[config.mk]
export PLATFORM = sky130hd
export DESIGN_NAME = clint
export DESIGN_NICKNAME = d
export VERILOG_FILES = /design/src/rtl/clint.sv
export SDC_FILE = /design/constraint.sdc
export NUM_CORES = 1
export LEC_CHECK = 0
export BUFFER_PORTS_ARGS = -buffer_cell sky130_fd_sc_hd__buf_2
export CAP_MARGIN = 30
export CELL_PAD_IN_SITES_DETAIL_PLACEMENT = 0
export CELL_PAD_IN_SITES_GLOBAL_PLACEMENT = 1
export CORE_MARGIN = 1
export CORE_UTILIZATION = 44
export DETAILED_ROUTE_END_ITERATION = 10
export MAX_ROUTING_LAYER = met4
export PLACE_DENSITY_LB_ADDON = 0.1
export SLEW_MARGIN = 30
export SYNTH_ARGS = -nofsm -noshare
export SYNTH_HDL_FRONTEND = slang
export SYNTH_SLANG_ARGS = --single-unit
[constraint.sdc]
create_clock -name clk -period 3.3 [get_ports clk]
set_input_delay 0.33 -clock clk [delete_from_list [all_inputs] [get_ports clk]]
set_output_delay 0.33 -clock clk [all_outputs]
set_load 0.1 [all_outputs]
[src/rtl/clint.sv]
// clint: core-local interruptor exposing msip, mtimecmp and mtime on a single-beat valid/ready bus.
// Build option: define CLINT_PRESCALER_EN to advance mtime once every RTC_DIV clocks instead of every clock.
module clint #(
    parameter int unsigned RTC_DIV = 100
) (
    input  logic        clk,
    input  logic        rst,
    input  logic        clint_valid,
    input  logic        clint_instr,
    input  logic [31:0] clint_addr,
    input  logic [31:0] clint_wdata,
    input  logic [3:0]  clint_wstrb,
    output logic [31:0] clint_rdata,
    output logic        clint_ready,
    output logic        clint_msip,
    output logic        clint_mtip,
    output logic [63:0] clint_mtime
);

    // Word offsets (byte offset >> 2) within the 64 KiB CLINT window.
    localparam logic [13:0] AddrMsip    = 14'h0000;
    localparam logic [13:0] AddrCmpLo   = 14'h1000;
    localparam logic [13:0] AddrCmpHi   = 14'h1001;
    localparam logic [13:0] AddrMtimeLo = 14'h2FFE;
    localparam logic [13:0] AddrMtimeHi = 14'h2FFF;

    logic        msip_q, msip_d;
    logic [63:0] cmp_q, cmp_d;
    logic [63:0] mtime_q, mtime_d;
    logic        mtip_q, mtip_d;
    logic        ready_q, ready_d;
    logic [31:0] rdata_q, rdata_d;

    logic [13:0] word_addr;
    logic        wr_en;
    logic        rd_en;
    logic        tick;
    logic [63:0] mtime_inc;
    logic [31:0] rd_word;

    logic unused_ok;
    assign unused_ok = ^{clint_instr, clint_addr[31:16], clint_addr[1:0]};

    assign word_addr = clint_addr[15:2];
    assign wr_en     = clint_valid && (clint_wstrb != 4'b0000);
    assign rd_en     = clint_valid && (clint_wstrb == 4'b0000);

    function automatic logic [31:0] merge_bytes(input logic [31:0] old_word,
                                                input logic [31:0] new_word,
                                                input logic [3:0]  strb);
        logic [31:0] res;
        res = old_word;
        for (int i = 0; i < 4; i++) begin
            if (strb[i]) begin
                res[8*i +: 8] = new_word[8*i +: 8];
            end
        end
        return res;
    endfunction

`ifdef CLINT_PRESCALER_EN
    localparam logic [15:0] DivLast = 16'(RTC_DIV - 1);

    logic [15:0] presc_q, presc_d;

    assign tick = (presc_q == DivLast);

    always_comb begin
        presc_d = tick ? 16'd0 : presc_q + 16'd1;
    end

    always_ff @(posedge clk) begin
        if (!rst) begin
            presc_q <= 16'd0;
        end else begin
            presc_q <= presc_d;
        end
    end
`else
    logic [15:0] unused_rtc_div;
    assign unused_rtc_div = 16'(RTC_DIV);
    assign tick           = 1'b1;
`endif

    always_comb begin
        mtime_inc = mtime_q + 64'(tick);
        msip_d    = msip_q;
        cmp_d     = cmp_q;
        // Written bytes win over the tick; the rest carry the incremented value.
        mtime_d   = mtime_inc;
        if (wr_en) begin
            case (word_addr)
                AddrMsip: begin
                    if (clint_wstrb[0]) begin
                        msip_d = clint_wdata[0];
                    end
                end
                AddrCmpLo:   cmp_d[31:0]    = merge_bytes(cmp_q[31:0], clint_wdata, clint_wstrb);
                AddrCmpHi:   cmp_d[63:32]   = merge_bytes(cmp_q[63:32], clint_wdata, clint_wstrb);
                AddrMtimeLo: mtime_d[31:0]  = merge_bytes(mtime_inc[31:0], clint_wdata, clint_wstrb);
                AddrMtimeHi: mtime_d[63:32] = merge_bytes(mtime_inc[63:32], clint_wdata, clint_wstrb);
                default: ;
            endcase
        end
    end

    always_comb begin
        rd_word = 32'd0;
        case (word_addr)
            AddrMsip:    rd_word = {31'd0, msip_q};
            AddrCmpLo:   rd_word = cmp_q[31:0];
            AddrCmpHi:   rd_word = cmp_q[63:32];
            AddrMtimeLo: rd_word = mtime_q[31:0];
            AddrMtimeHi: rd_word = mtime_q[63:32];
            default:     rd_word = 32'd0;
        endcase
        rdata_d = rd_en ? rd_word : 32'd0;
        ready_d = clint_valid;
        mtip_d  = (mtime_q >= cmp_q);
    end

    always_ff @(posedge clk) begin
        if (!rst) begin
            msip_q  <= 1'b0;
            cmp_q   <= 64'hFFFF_FFFF_FFFF_FFFF;
            mtime_q <= 64'd0;
            mtip_q  <= 1'b0;
            ready_q <= 1'b0;
            rdata_q <= 32'd0;
        end else begin
            msip_q  <= msip_d;
            cmp_q   <= cmp_d;
            mtime_q <= mtime_d;
            mtip_q  <= mtip_d;
            ready_q <= ready_d;
            rdata_q <= rdata_d;
        end
    end

    assign clint_rdata = rdata_q;
    assign clint_ready = ready_q;
    assign clint_msip  = msip_q;
    assign clint_mtip  = mtip_q;
    assign clint_mtime = mtime_q;

endmodule

After elaboration in Yosys (flattened, before gate mapping)
Cells that the tools add are included.

operators by class
  add/sub/neg operators = 1
  $lt $le $gt $ge = 1
  equal/unequal tests = 4
  muxes and demuxes = 12
  reductions and logical operators = 15

operators by type and width
  kind                     number
  $pmux W32 S5             1
  $add A64 B1 Y64 const B  1
  $ge A64 B64 Y1           1
  $mux W32                 2
  $mux W64                 1
  $mux W8                  8
  $eq A14 B13 Y1 const B   2
  $eq A14 B14 Y1 const B   2
  $reduce_and A3 Y1        9
  $logic_not A14 Y1        1
  $logic_not A4 Y1         1
  $reduce_bool A4 Y1       1
  $logic_and A1 B1 Y1      2
  $reduce_and A2 Y1        1

storage, ports and cells
  register bits = 163
  input port bits = 72
  output and inout bits = 99
  logic and storage cells = 46

Logic depth before layout (Yosys ltp)
  word-level depth = 4
  mapped depth = 8
  depth with buffers taken out = 8

Worst setup path before layout
No wires, ideal clock.

  kind = register to register
  start = register mtime_q[1] (netlist: clint_mtime[1])
  end = register mtime_q[62] (netlist: clint_mtime[62])
  library setup time = 86 ps
  arrival time = 2,872 ps
  data required time = 3,214 ps
  slack = 342 ps
  cell stages (with the launch flop) = 8
  buffers on the path = 0
  period minus slack after synthesis = 2,958 ps
  cell sequence = dfxtp_1 ha_1 nand2_1 or3_4 nor4_2 nand4_1 xor2_1 a211oi_1

on the way
  longest elaborated chain between the ends = 4

ends and longest elaborated chain
  item                    line  text
  from (decl)             29    logic [63:0] mtime_q, mtime_d;
  from (signal assigned)  133   mtime_q <= mtime_d;
  $add A64 B1 Y64 *       86    mtime_inc = mtime_q + 64'(tick);
  $mux W8                 54    if (strb[i]) begin
  $mux W32                92    case (word_addr)
  $mux W64 *              91    if (wr_en) begin

Every way passes the cells marked *; elsewhere a longest branch is shown, timed or not.
A chain may end at the register's enable or synchronous reset.

Worst setup path in the final report
  start = register mtime_q[1] (netlist: clint_mtime[1])
  end = register mtime_q[60] (netlist: clint_mtime[60])

Same word-level chain as after synthesis.

==> summary.txt <==
Run status
  • Run status: finished, final reports clean

CTS
  • Clk sink count: 163
  • CTS H-tree lvls: 4
  • Latest clock arrival within the worst-skew pair: 0.43 ns
  • Maximum clock insertion buffer count: 2
  • Post-CTS resize count: 0
  • Post-CTS setup buffers: 0
  • Root Driver: clkbuf_16
  • Cts hold-fix bufs: 0
  • CTS tree: yes
  • Cts bufs inserted: 17
  • Clock-pin slew on the worst setup and hold paths: 0.07 ns

Cells and area
  • Layout cells sized above 1: 0.191
  • Layout fillers: 1,880
  • Layout area overhead: 19.9%
  • Nets: 1,310

Logic synthesis
  • Synth area leaders: dfxtp_1, ha_1, nand2_1
  • Top-area cell type share of the netlist area: 0.378
  • FFs w/ async S/R, synth: 0
  • Syn_nets: 1,165
  • Seq/Total Area, Yosys: 0.378
  • Avg Cell Area, Syn: 8.40 µm²
  • Synth Warn #: 0
  • Mapped cell area: 8640 µm²
  • Synthesis-stage register bit count: 163
  • Synth cell types: 44
  • Top_reg_cell synth: dfxtp_1
  • Area leader, netlist: dfxtp_1
  • Cell count after synthesis: 1,028
  • Number of synthesized flops with an enable pin: 0

Flow run
  • Max_cap viols: 0

Route
  • DR WL met2: 12,900 µm
  • Met3 WL post-DR: 1510 µm
  • Drt pass-1 iters: 5
  • DRT iter0 DRCs: 717
  • Uppermost routed layer: met4
  • Wire length on met1: 12,400 µm
  • Post-Route WL: 27,200 µm
  • Post-route DRC: 0
  • Wirelength per Cell: 18.8 µm
  • Vias: 8,110
  • Antenna-violating nets left: 0
  • Via/cell ratio: 5.60

Die
  • # IOs: 171
  • Chip width: 142 µm
  • Initial Util: 0.456
  • Die Y: 142 µm
  • Core area: 19,000 µm²
  • Die area: 20,200 µm²
  • Rows: 50

STA
  • Fmax: 386 MHz
  • RSZ-0062 raised after global routing: no
  • Worst hold slack: 0.175 ns
  • Layout Skew: 0.0112 ns
  • Hold violation total from the final report: 0
  • Final Max Tran Viols: 0
  • Period utilization: 0.785
  • Worst slew margin: 0.517
  • Setup violators final: 0
  • Slew @ Worst Pin: 0.725 ns
  • Setup tns final: 0 ns
  • Post-layout min period: 2.59 ns

Setup path
  • Crit path arrival time: 2.93 ns
  • Crit path max fanout: 5
  • CP Class: reg -> reg
  • CP peak stage delay: 0.44 ns
  • Slowest cell on the critical path: or3_4
  • R2R Setup Slk: 0.71 ns
  • Worst setup EP type: flop
  • Critical Path RT: 3.64 ns
  • CP Cell Sequence: ha_1 -> nand2_1 -> or3_4 -> nor4_4 -> nand3_1 -> or3_1 -> a311oi_1
  • Worst setup SP type: flop

Global route
  • Grt ovf: 0
  • First-pass GRT wire length: 43,000 µm
  • Initial antenna violation count: 2
  • Number of global-route vias before repair: 7,716
  • All-Layer GR Usage: 0.286
  • Pin count of the biggest net entering global routing: 98

Place
  • Gp weighted congestion: 0.869
  • IO buf count: 151
  • Dpl hpwl: 19,800 µm

Pwr
  • Worst IR drop on VDD: 299 µV
  • Leakage: 5.01 nW
  • Pwr Density: 398 nW/µm²

Worst hold path
  • Hold/Removal Path Class: in -> reg
-- final cells by class --
type	instances	area [µm²]	share of cell area
multi-input combinational	739	4930	0.476
timing repair buffer	180	985	0.0951
clock buffer	17	425	0.0411
tap	260	325	0.0314
sequential	163	3260	0.315
inverter	72	270	0.0261
antenna	2	5.00	0.000483
clock inverter	15	155	0.0150
-- sequential cells by signal, summed over array words and instances (netlist names) --
name / cells
clint_msip: 1
clint_mtime: 64
clint_mtip: 1
clint_rdata: 32
clint_ready: 1
cmp_q: 64
-- final timing paths --
check	start	end	cells past startpoint
max	clint_mtime[1]	clint_mtime[60]	7
min	clint_wdata[20]	cmp_q[20]	3
max reg2reg	clint_mtime[1]	clint_mtime[60]	7
min reg2reg	cmp_q[10]	clint_rdata[10]	2
-- through the flow --
stage	utilization	area [µm²]	setup slack [ns]	std cells	power, mW
floorplan	-	8640	0.342	1028	2.09
detailed placement	0.515	9770	0.483	1414	2.17
CTS	0.546	10300	0.727	1446	4.15
global route	0.546	10400	0.518	1448	4.26
finish	0.546	10400	0.710	1448	4.12
global placement	0.514	9750	0.496	1413	2.17
-- synth_stat cells (26+ instances only) --
| cell | count |
|---|---|
| dfxtp_1 | 163 |
| nand2_1 | 142 |
| a21oi_1 | 100 |
| inv_1 | 72 |
| ha_1 | 65 |
| o21ai_0 | 56 |
| clkbuf_1 | 50 |
| nor2_1 | 48 |
| xor2_1 | 45 |
| nand3_1 | 43 |
| o211ai_1 | 35 |
| mux2i_1 | 34 |
| a222oi_1 | 32 |
| nand4_1 | 26 |
-- kinds of logic (layout without fill, tap and decap cells) --
kind of cell    after synthesis  count (layout)  share of synthesized area
flops                       163             163                      0.378
buf+inv                     126             284                     0.0552
compound gates              254             254                      0.185
mux                          36              36                     0.0420
xor+xnor                     61              61                     0.0618
other cells                   0               2                          0
simple gates                323             323                      0.184
fa+ha+maj                    65              65                     0.0941
-- critical path, delay by kind of cell, from the launching register on --
family	cells	cell delay, ns
compound gates	1	0.25
fa+ha+maj	1	0.27
simple gates	5	1.57
flops	1	0.41
-- where the power goes --
| part | switching (mW) | leakage, nW | total [mW] | internal [mW] |
|---|---|---|---|---|
| clock network | 0.865 | 0.280 | 1.99 | 1.12 |
| logic | 0.113 | 3.41 | 0.155 | 0.0426 |
| registers | 0.00547 | 1.32 | 1.98 | 1.97 |
| total | 0.983 | 5.01 | 4.12 | 3.13 |
-- layout by cell type (no fill, tap or decap), types with 4 or more instances in the layout --
cell type / netlist / routed
o21ai_0: 56 / 56
clkinv_2: 0 / 4
nand2_1: 142 / 142
buf_2: 3 / 151
a211oi_1: 24 / 24
and3_1: 16 / 16
or3_1: 5 / 5
xor2_1: 45 / 45
nor2_1: 48 / 47
inv_6: 0 / 4
nand4_1: 26 / 26
a222oi_1: 32 / 32
ha_1: 65 / 65
and4_1: 8 / 8
a21oi_1: 100 / 100
nand3_1: 43 / 43
xnor2_1: 16 / 16
o211ai_1: 35 / 35
dfxtp_1: 163 / 163
mux2i_1: 34 / 34
inv_1: 72 / 71
nor4_1: 8 / 8
nor3_1: 5 / 5
clkbuf_16: 0 / 17
buf_4: 0 / 27
-- layer usage --
layer / vias up / track usage
li1: 4006 / -
met2: 259 / 0.457
met5: - / -
met4: 0 / 0.0787
met3: 35 / 0.0508
met1: 3810 / 0.371
No activity file was read; power rests on OpenSTA's default activity.
